[src/rtl/hsv_pkg.sv]
// Shared constants, FSM state encoding and hue-sector helper for the HSV to RGB PWM driver.
package hsv_pkg;

   localparam int unsigned HUE_MAX    = 359;
   localparam int unsigned SV_MAX     = 100;
   localparam int unsigned DUTY_MAX   = 255;
   localparam int unsigned SECTOR_DEG = 60;
   localparam int unsigned PWM_STEPS  = 255;

   typedef enum logic [2:0] {
      IDLE,
      DIV_V,
      DIV_C,
      DIV_X,
      MIX
   } state_t;

   typedef logic [2:0] sector_t;

   function automatic sector_t hue_sector(input logic [8:0] h);
      sector_t s;
      if      (h < 9'(SECTOR_DEG * 1)) s = 3'd0;
      else if (h < 9'(SECTOR_DEG * 2)) s = 3'd1;
      else if (h < 9'(SECTOR_DEG * 3)) s = 3'd2;
      else if (h < 9'(SECTOR_DEG * 4)) s = 3'd3;
      else if (h < 9'(SECTOR_DEG * 5)) s = 3'd4;
      else                             s = 3'd5;
      return s;
   endfunction

endpackage

[src/rtl/seq_divider.sv]
// Restoring divider: the start cycle performs the first step, done pulses with the final quotient DIV_W cycles later.
module seq_divider #(
   parameter int unsigned DIV_W = 16
) (
   input  logic             clk,
   input  logic             reset,
   input  logic             start,
   input  logic [DIV_W-1:0] dividend,
   input  logic [6:0]       divisor,
   output logic [DIV_W-1:0] quotient,
   output logic             done
);

   localparam int unsigned CNT_W = $clog2(DIV_W + 1);

   logic [6:0]       rem;
   logic [6:0]       dvs;
   logic [CNT_W-1:0] cnt;
   logic             running;

   logic [6:0]       src_rem;
   logic [6:0]       src_dvs;
   logic [DIV_W-1:0] src_quo;
   logic [7:0]       trial;
   logic             ge;
   logic [6:0]       rem_next;
   logic [DIV_W-1:0] quo_next;

   always_comb begin
      src_rem  = start ? '0 : rem;
      src_quo  = start ? dividend : quotient;
      src_dvs  = start ? divisor : dvs;
      trial    = {src_rem, src_quo[DIV_W-1]};
      ge       = (trial >= {1'b0, src_dvs});
      rem_next = ge ? 7'(trial - {1'b0, src_dvs}) : trial[6:0];
      quo_next = {src_quo[DIV_W-2:0], ge};
   end

   always_ff @(posedge clk) begin
      if (reset) begin
         rem      <= '0;
         dvs      <= '0;
         quotient <= '0;
         cnt      <= '0;
         running  <= 1'b0;
         done     <= 1'b0;
      end else begin
         done <= 1'b0;
         if (start) begin
            rem      <= rem_next;
            quotient <= quo_next;
            dvs      <= divisor;
            cnt      <= CNT_W'(DIV_W - 1);
            running  <= 1'b1;
         end else if (running) begin
            rem      <= rem_next;
            quotient <= quo_next;
            cnt      <= cnt - 1'b1;
            if (cnt == CNT_W'(1)) begin
               running <= 1'b0;
               done    <= 1'b1;
            end
         end
      end
   end

endmodule

[src/rtl/hsv_rgb_pwm.sv]
// HSV to RGB duty conversion over a shared sequential divider, driving three PWM LED outputs.
// Define HSV_COMMON_ANODE_EN for active-low (common-anode) LED outputs.
module hsv_rgb_pwm
   import hsv_pkg::*;
#(
   parameter int unsigned DIV_W   = 16,
   parameter int unsigned PWM_DIV = 392
) (
   input  logic       clk,
   input  logic       reset,
   input  logic [8:0] Hue,
   input  logic [8:0] Saturation,
   input  logic [8:0] Value,
   output logic [7:0] R,
   output logic [7:0] G,
   output logic [7:0] B,
   output logic       rgb_valid,
   output logic       busy,
   output logic       led_r,
   output logic       led_g,
   output logic       led_b
);

`ifdef HSV_COMMON_ANODE_EN
   localparam logic LED_INV = 1'b1;
`else
   localparam logic LED_INV = 1'b0;
`endif
   localparam int unsigned PRE_W = (PWM_DIV > 1) ? $clog2(PWM_DIV) : 1;

   state_t           state, next_state;
   logic [26:0]      hsv_cap;
   logic [8:0]       h_n;
   logic [6:0]       s_n, v_n;
   logic [7:0]       v8, c_val, x_val, m_val;
   logic             started, mix_phase;

   logic [8:0]       h_in;
   logic [6:0]       s_in, v_in;
   logic             changed;
   sector_t          sector;
   logic [5:0]       f, f_eff;
   logic [7:0]       cm, xm;

   logic             capture, div_start, write_rgb;
   logic [DIV_W-1:0] div_dividend, div_q;
   logic [6:0]       div_divisor;
   logic             div_done;

   logic [PRE_W-1:0] pre;
   logic [7:0]       pwm_cnt;

   always_comb begin
      h_in    = (Hue > 9'(HUE_MAX)) ? Hue - 9'(HUE_MAX + 1) : Hue;
      s_in    = (Saturation > 9'(SV_MAX)) ? 7'(SV_MAX) : Saturation[6:0];
      v_in    = (Value > 9'(SV_MAX)) ? 7'(SV_MAX) : Value[6:0];
      changed = ({Hue, Saturation, Value} != hsv_cap);
      sector  = hue_sector(h_n);
      f       = 6'(h_n - 9'(SECTOR_DEG) * {6'b0, sector});
      f_eff   = sector[0] ? 6'(SECTOR_DEG) - f : f;
      cm      = c_val + m_val;
      xm      = x_val + m_val;
   end

   always_ff @(posedge clk) begin
      if (reset) state <= IDLE;
      else       state <= next_state;
   end

   always_comb begin
      next_state = state;
      unique case (state)
         IDLE:    if (changed)   next_state = DIV_V;
         DIV_V:   if (div_done)  next_state = DIV_C;
         DIV_C:   if (div_done)  next_state = DIV_X;
         DIV_X:   if (div_done)  next_state = MIX;
         MIX:     if (mix_phase) next_state = IDLE;
         default:                next_state = IDLE;
      endcase
   end

   // Start is issued in the first cycle of each DIV state, once operands are registered.
   always_comb begin
      capture      = 1'b0;
      div_start    = 1'b0;
      write_rgb    = 1'b0;
      div_dividend = '0;
      div_divisor  = 7'(SV_MAX);
      unique case (state)
         IDLE:  capture = changed;
         DIV_V: begin
            div_start    = !started;
            div_dividend = DIV_W'(v_n) * DIV_W'(DUTY_MAX);
         end
         DIV_C: begin
            div_start    = !started;
            div_dividend = DIV_W'(v8) * DIV_W'(s_n);
         end
         DIV_X: begin
            div_start    = !started;
            div_dividend = DIV_W'(c_val) * DIV_W'(f_eff);
            div_divisor  = 7'(SECTOR_DEG);
         end
         MIX:     write_rgb = mix_phase;
         default: ;
      endcase
   end

   seq_divider #(.DIV_W(DIV_W)) u_div (
      .clk      (clk),
      .reset    (reset),
      .start    (div_start),
      .dividend (div_dividend),
      .divisor  (div_divisor),
      .quotient (div_q),
      .done     (div_done)
   );

   always_ff @(posedge clk) begin
      if (reset) begin
         hsv_cap   <= '0;
         h_n       <= '0;
         s_n       <= '0;
         v_n       <= '0;
         v8        <= '0;
         c_val     <= '0;
         x_val     <= '0;
         m_val     <= '0;
         started   <= 1'b0;
         mix_phase <= 1'b0;
         R         <= '0;
         G         <= '0;
         B         <= '0;
         rgb_valid <= 1'b0;
         busy      <= 1'b0;
      end else begin
         rgb_valid <= 1'b0;
         if (capture) begin
            hsv_cap <= {Hue, Saturation, Value};
            h_n     <= h_in;
            s_n     <= s_in;
            v_n     <= v_in;
            busy    <= 1'b1;
         end
         if (div_done)       started <= 1'b0;
         else if (div_start) started <= 1'b1;
         if (div_done && state == DIV_V) v8    <= 8'(div_q);
         if (div_done && state == DIV_C) c_val <= 8'(div_q);
         if (div_done && state == DIV_X) x_val <= 8'(div_q);
         mix_phase <= (state == MIX) && !mix_phase;
         if (state == MIX && !mix_phase) m_val <= v8 - c_val;
         if (write_rgb) begin
            unique case (sector)
               3'd0:    begin R <= cm;    G <= xm;    B <= m_val; end
               3'd1:    begin R <= xm;    G <= cm;    B <= m_val; end
               3'd2:    begin R <= m_val; G <= cm;    B <= xm;    end
               3'd3:    begin R <= m_val; G <= xm;    B <= cm;    end
               3'd4:    begin R <= xm;    G <= m_val; B <= cm;    end
               default: begin R <= cm;    G <= m_val; B <= xm;    end
            endcase
            rgb_valid <= 1'b1;
            busy      <= 1'b0;
         end
      end
   end

   always_ff @(posedge clk) begin
      if (reset) begin
         pre     <= '0;
         pwm_cnt <= '0;
         led_r   <= LED_INV;
         led_g   <= LED_INV;
         led_b   <= LED_INV;
      end else begin
         if (pre == PRE_W'(PWM_DIV - 1)) begin
            pre     <= '0;
            pwm_cnt <= (pwm_cnt == 8'(PWM_STEPS - 1)) ? '0 : pwm_cnt + 1'b1;
         end else begin
            pre <= pre + 1'b1;
         end
         led_r <= (pwm_cnt < R) ^ LED_INV;
         led_g <= (pwm_cnt < G) ^ LED_INV;
         led_b <= (pwm_cnt < B) ^ LED_INV;
      end
   end

endmodule

[config.mk]
export PLATFORM = sky130hd
export DESIGN_NAME = hsv_rgb_pwm
export DESIGN_NICKNAME = d
export VERILOG_FILES = /design/src/rtl/hsv_pkg.sv /design/src/rtl/seq_divider.sv /design/src/rtl/hsv_rgb_pwm.sv
export SDC_FILE = /design/constraint.sdc
export NUM_CORES = 1
export LEC_CHECK = 0
export ABC_AREA = 1
export BUFFER_PORTS_ARGS = -buffer_cell sky130_fd_sc_hd__buf_4
export CAP_MARGIN = 5
export CORE_AREA = 2 2 185 187
export CTS_BUF_LIST = sky130_fd_sc_hd__clkbuf_16
export DETAILED_ROUTE_END_ITERATION = 10
export DIE_AREA = 0 0 187 189
export SYNTH_ARGS = -nofsm -noshare
export SYNTH_HDL_FRONTEND = slang
export SYNTH_SLANG_ARGS = --single-unit
[constraint.sdc]
create_clock -name clk -period 5.9 [get_ports clk]
set_clock_uncertainty 0.05 [all_clocks]
set_input_delay 0.295 -clock clk [delete_from_list [all_inputs] [get_ports clk]]
set_output_delay 0.295 -clock clk [all_outputs]
set_load 0.02 [all_outputs]
Word-level counts from Yosys, hierarchy flattened
Index checks and enable logic that the tools add are counted.
{ "totals": {"word_cells": 133, "ff_bits": 170, "output_inout_bits": 29, "inputBits": 29} }
{ "classes": {"n_eq_ne": 17, "n_bitwise": 1, "addsub": 10, "n_reduce_logical": 22, "order_cmp": 12, "muxes": 39, "multipliers": 4} }
{ "op_table": {"columns": ["cell", "count"], "rows": [
  ["7-bit 2-to-1 mux", 8],
  ["16-bit 2-to-1 mux", 3],
  ["8-bit case mux with 2 select lines", 3],
  ["15-bit case mux with 3 select lines", 1],
  ["3-bit 2-to-1 mux", 9],
  ["27-bit inequality test", 1],
  ["8-bit < comparator", 3],
  ["2-bit OR reduction", 10],
  ["9-bit by 7-bit greater-than comparator with 1-bit output (second input constant)", 2],
  ["9-bit by 8-bit < comparator with 1-bit output (second input constant)", 2],
  ["8-bit adder", 2],
  ["7-bit by 8-bit multiplier with 15-bit output (second input constant)", 1],
  ["8-bit by 7-bit multiplier with 15-bit output", 1],
  ["3-bit case mux with 5 select lines", 1],
  ["8-bit by 6-bit multiplier with 14-bit output", 1],
  ["3-bit by 2-bit equality test with 1-bit output (second input constant)", 4],
  ["9-bit by 1-bit adder with 9-bit output (second input constant)", 1],
  ["9-bit equality test (second input constant)", 1],
  ["9-bit greater-than comparator (second input constant)", 1],
  ["9-bit by 6-bit < comparator with 1-bit output (second input constant)", 1],
  ["9-bit by 7-bit < comparator with 1-bit output (second input constant)", 1],
  ["9-bit < comparator (second input constant)", 1],
  ["1-bit 2-to-1 mux", 9],
  ["9-bit 2-to-1 mux", 1],
  ["other kinds (25)", 37]
]} }

Longest topological paths before layout
{ "depth": {"depth_word": 17, "ltp_mapped": 40, "depth_no_buf": 40} }

Hierarchy
From an unflattened synthesis, not the netlist that was laid out.
{ "unflattened": {"hier_cells": 2033, "area_unflattened_um2": 14427.6} }
{ "modules_own_cells": {"columns": ["mod", "cells_each", "seq_area_each_um2", "area_per_inst_um2", "n_inst"], "rows": [
  ["hsv_rgb_pwm", 1738, 2602.5, 12401.9, 1],
  ["seq_divider", 295, 740.7, 2025.7, 1]
]} }

Worst setup path after synthesis
OpenSTA, ideal clock, no wires.
{ "synth_path": {"path_kind": "register to register", "startpoint": "register h_n[5]", "endpoint": "register u_div.quotient[12]", "period_less_slack_ns": 6.045, "setup_ns": 0.109, "required_ns": 5.741, "arrival_time_ns": 5.886, "n_path_buf": 0, "stages_incl_launch_ff": 37, "setup_slack_ns": -0.145, "cell_sequence": "dfxtp_1 -> nand2_2 -> o21ai_4 -> nand2_2 -> nand2_1 -> nand2_2 -> nand2_8 -> inv_6 -> fa_1 -> ha_1 -> inv_1 -> ha_1 -> nand2_1 -> nand2_1 -> a31oi_1 -> nand3_1 -> nand2_1 -> nand3_1 -> nand2_1 -> nand2_4 -> nand2_4 -> nor2_1 -> fa_1 -> inv_1 -> fa_1 -> fa_1 -> inv_1 -> ha_1 -> a21oi_1 -> nor2_1 -> nor2_1 -> nand3_1 -> nand2_1 -> o21ai_0 -> nand3b_1 -> nand2_1 -> inv_1"} }
{ "synth_via": {"elab_chain_len": 15, "elab_cells_between_ends": 19, "cone_classes": "add/sub (2); mul (2); order compare (5); mux (10)"} }
{ "synth_rtl": {"columns": ["element", "line", "rtl"], "rows": [
  ["start, declared", "hsv_rgb_pwm.sv:33", "logic [8:0] h_n;"],
  ["start signal, assigned", "hsv_rgb_pwm.sv:140", "h_n <= h_in;"],
  ["9-bit < comparator", "hsv_pkg.sv:26", "else if (h < 9'(SECTOR_DEG * 5)) s = 3'd4;"],
  ["1-bit 2-to-1 mux", "hsv_pkg.sv:26", null],
  ["3-bit 2-to-1 mux", "hsv_pkg.sv:25", "else if (h < 9'(SECTOR_DEG * 4)) s = 3'd3;"],
  ["3-bit 2-to-1 mux", "hsv_pkg.sv:24", "else if (h < 9'(SECTOR_DEG * 3)) s = 3'd2;"],
  ["3-bit 2-to-1 mux", "hsv_pkg.sv:23", "else if (h < 9'(SECTOR_DEG * 2)) s = 3'd1;"],
  ["3-bit 2-to-1 mux", "hsv_pkg.sv:22", "if (h < 9'(SECTOR_DEG * 1)) s = 3'd0;"],
  ["4-bit by 3-bit multiplier with 4-bit output", "hsv_rgb_pwm.sv:59", "f = 6'(h_n - 9'(SECTOR_DEG) * {6'b0, sector});"],
  ["6-bit subtractor", "hsv_rgb_pwm.sv:59", null],
  ["6-bit subtractor", "hsv_rgb_pwm.sv:60", "f_eff = sector[0] ? 6'(SECTOR_DEG) - f : f;"],
  ["6-bit 2-to-1 mux *", "hsv_rgb_pwm.sv:60", null],
  ["8-bit by 6-bit multiplier with 14-bit output *", "hsv_rgb_pwm.sv:101", "div_dividend = DIV_W'(c_val) * DIV_W'(f_eff);"],
  ["15-bit case mux with 3 select lines *", "hsv_rgb_pwm.sv:89", "unique case (state)"],
  ["16-bit 2-to-1 mux *", "seq_divider.sv:31", "src_quo = start ? dividend : quotient;"],
  ["16-bit 2-to-1 mux", "seq_divider.sv:55", "end else if (running) begin"],
  ["16-bit 2-to-1 mux *", "seq_divider.sv:49", "if (start) begin"],
  ["end signal, assigned", "seq_divider.sv:51", "quotient <= quo_next;"],
  ["end signal, assigned", "seq_divider.sv:57", "quotient <= quo_next;"],
  ["end, declared", "seq_divider.sv:10", "output logic [DIV_W-1:0] quotient,"]
]} }
Every way passes the cells marked *; elsewhere a longest branch is shown, timed or not. The select of a mux whose other input is x is not followed.
A chain may end at the register's enable or synchronous reset.

Worst setup path in the final report
Ends and elaborated chain as after synthesis.

==> impl_metrics.toml <==
[synthesis]
synth_edf_count = 0
ys_types = 55
synth_area_leaders = "dfxtp_1 23%, ha_1 13%, nand2_1 12%"
synth_top_family_by_area = "simple AND/OR/NAND/NOR gates"
synth_seq_area_share_pct = 22.6
synth_flop_cell = "dfxtp_1"
synth_xor_area_share_pct = 2.96
synth_simple_gate_area_share_pct = 24.5
synth_top_cell_by_area = "dfxtp_1"
syn_area_um2 = 14800
synthArstFlopShare_pct = 0
yosys_warnings = 0
synthAdderAreaFrac_pct = 23.8
syn_nets = 2377
muxShareOfSynthArea_pct = 0.135
ys_seq_elements = 167
netlist.area_leader.share_pct = 22.6
postSynthAreaPerCell_um2 = 7.00
synth-compound-area-share_pct = 14.2
postSynthCellCount = 2114

[power_and_ir_drop]
power.switching_mw = 3.46
seqPwrFrac_pct = 22.0
p_clk_share_pct = 16.4
p_int_mw = 3.59
p_sw_share_pct = 49.0
finalPower_mw = 7.05
leakagePower_nw = 8.29
power.density_nw_per_um2 = 423
combinationalPowerShare_pct = 61.6
peakVddDrop_mv = 0.285

[min_path]
hold_path.startpoint = "Value[7]"
hold_path_class = "in -> reg"

[clocking]
cts_tree = "yes"
clock_path_buffers = 2
cts-hold-fix-buffers = 0
cts_sinks = 167
clkLatencyLatePin_ps = 450
root_buffer = "clkbuf_16"
cts_max_level = 4
clk_pin_slew_ps = 70
numCtsBuffers = 17

[timing]
slew_violations = 0
max_freq_mhz = 169
final.min_clock_period_ps = 5910
hold_viol = 0
setup_viol = 1
rsz0062_at_grt = "yes"
finalCritPeriodShare_pct = 100
tightest_slew_ps = 919
worst_slack_ps = -11.0
relSlewSlack_pct = 38.5
whs_ps = 87.4

[floorplanning]
start_util_pct = 44.4
ios = 58
core_um2 = 33300
die-area_um2 = 35300
die_x_um = 187
dieHeight_um = 189
std_cell_rows = 67

[worst_setup_path]
start_kind = "flip-flop"
r2r_start = "h_n[5]"
startpoint = "h_n[5]"
critPathRequiredTime_ps = 6200
critical_path.max_fanout = 5
cp-end-kind = "flip-flop"
critical_path_arrival_ps = 6210
critical_path_class = "reg -> reg"
path_common_cell = "nand2_1"
max_stage_delay_ps = 540
worst_path_max_delay_cell = "fa_1"

[finish]
insertedDiodeCount = 0
layout.nets = 2435
area_growth_pct = 12.6
drive_gt1_share_pct = 11.0
fin_cells = 2633
design_area_um2 = 16700
regArea_um2 = 3360
multi_input_area_um2 = 9930
fill_cells = 3427

[status]
status = "complete, but fails checks"
violations = "negative setup slack"

[grt]
antenna_found_initial = 0
overflow = 0
grt_pass1_wl_um = 65000
grt_pass1_vias = 12805
track_usage_pct = 22.7
grt_max_degree = 55

[place]
dpl_cell_area_um2 = 15800
place_inst = 2597
dp_hpwl_um = 30900
gp_congestion = 0.919
portBuffers = 57

[route]
antenna_left = 0
vias_per_cell = 5.11
vias = 13453
drt_iter0_markers = 757
routed_wl_um = 39400
first_pass_iters = 5
wl_per_cell_um = 15.0
post-route-drc-count = 0

[run]
timing.max_cap.violations = 0
per-stage QoR:
stage	TNS, ps	setup slack, ps	util [%]
CTS	0	18.6	49.7
detailed placement	-1180	-226	47.6
finish	-11.0	-11.0	50.0
global route	-2770	-397	50.0
floorplan	0	7.59	-
global placement	-354	-91.0	47.6
placed cells by master, fill, tap and decap left out, types with 24 or more instances in the layout:
cell type and count:
fa_1 78, ha_1 149, nor3_1 24, dfxtp_1 160
nand3_1 125, nor2_1 141, nand2_1 458, o21ai_0 100
xnor2_1 32, inv_1 362, buf_4 101, a21oi_1 171
layout make-up:
type                            count  area share [%]
Multi-Input combinational cell   1499            59.6
Sequential cell                   167            20.2
Inverter                          386            8.77
Timing Repair Buffer              101            4.55
Tap cell                          448            3.37
Clock buffer                       17            2.55
Clock inverter                     15           0.999
cell usage after synthesis (9+ instances only):
library cell  count
fa_1             79
xnor2_1          33
nand2_1         465
nand3_1         130
dfxtp_1         167
o211ai_1         11
o21bai_1         16
a31oi_1          10
buf_2            13
clkbuf_1         41
a21oi_1         173
nor3_1           26
xor2_1           17
nor2_1          148
nand3b_1          9
inv_1           373
nand4_1          23
ha_1            155
nand2_4          11
o21ai_1          17
o21ai_0         104
per-layer routing:
layer / vias up / part of all wire (%) / global-route usage (%)
met3: 50 / 3.4 / 3.37
li1: 6865 / - / -
met4: 0 / 2.0 / 6.14
met2: 252 / 48 / 39.2
met5: - / 0 / 0
met1: 6286 / 46 / 29.5
repair_timing:
item / 4_1_cts / 5_1_grt
gates resized for setup: 20 / 39
buffers inserted: 3 / 1
pin swaps: 20 / 32
endpoints found under the hold margin: 0 / 0
endpoints found under the setup margin: 9 / 9
sequential cells by signal, indices dropped and copies added (netlist names), 8 cells and up:
name,count
hsv_cap,27
u_div.quotient,16
pre,9
B,8
G,8
R,8
c_val,8
m_val,8
pwm_cnt,8
v8,8
x_val,8
logic make-up after synthesis:
family	count (synthesis)
compound gates	372
xor+xnor	50
fa+ha+maj	234
buf+inv	448
flops	167
mux	2
simple gates	841
worst max-delay path, delay by kind of cell, from the launching register on:
family	cells	cell delay, ps
compound gates	5	620
fa+ha+maj	7	2750
buf+inv	6	300
flops	1	390
simple gates	19	1680
power groups by stage:
stage                     clock, mW  combinational (mW)  sequential (mW)
after floorplan                   0                3.08             1.45
after global placement            0                4.03             1.55
after detailed placement          0                4.08             1.56
after CTS                      1.18                4.18             1.54
after global routing           1.23                4.88             1.58
final                          1.16                4.34             1.55
path summary, 6_finish.rpt:
path / to / cells after the start / slack, ps
max: u_div.quotient[12] / 37 / -10
min: hsv_cap[7] / 3 / 90
min reg2reg: u_div.dvs[0] / 2 / 400
max reg2reg: u_div.quotient[12] / 37 / -10
No activity file was read; power rests on OpenSTA's default activity.
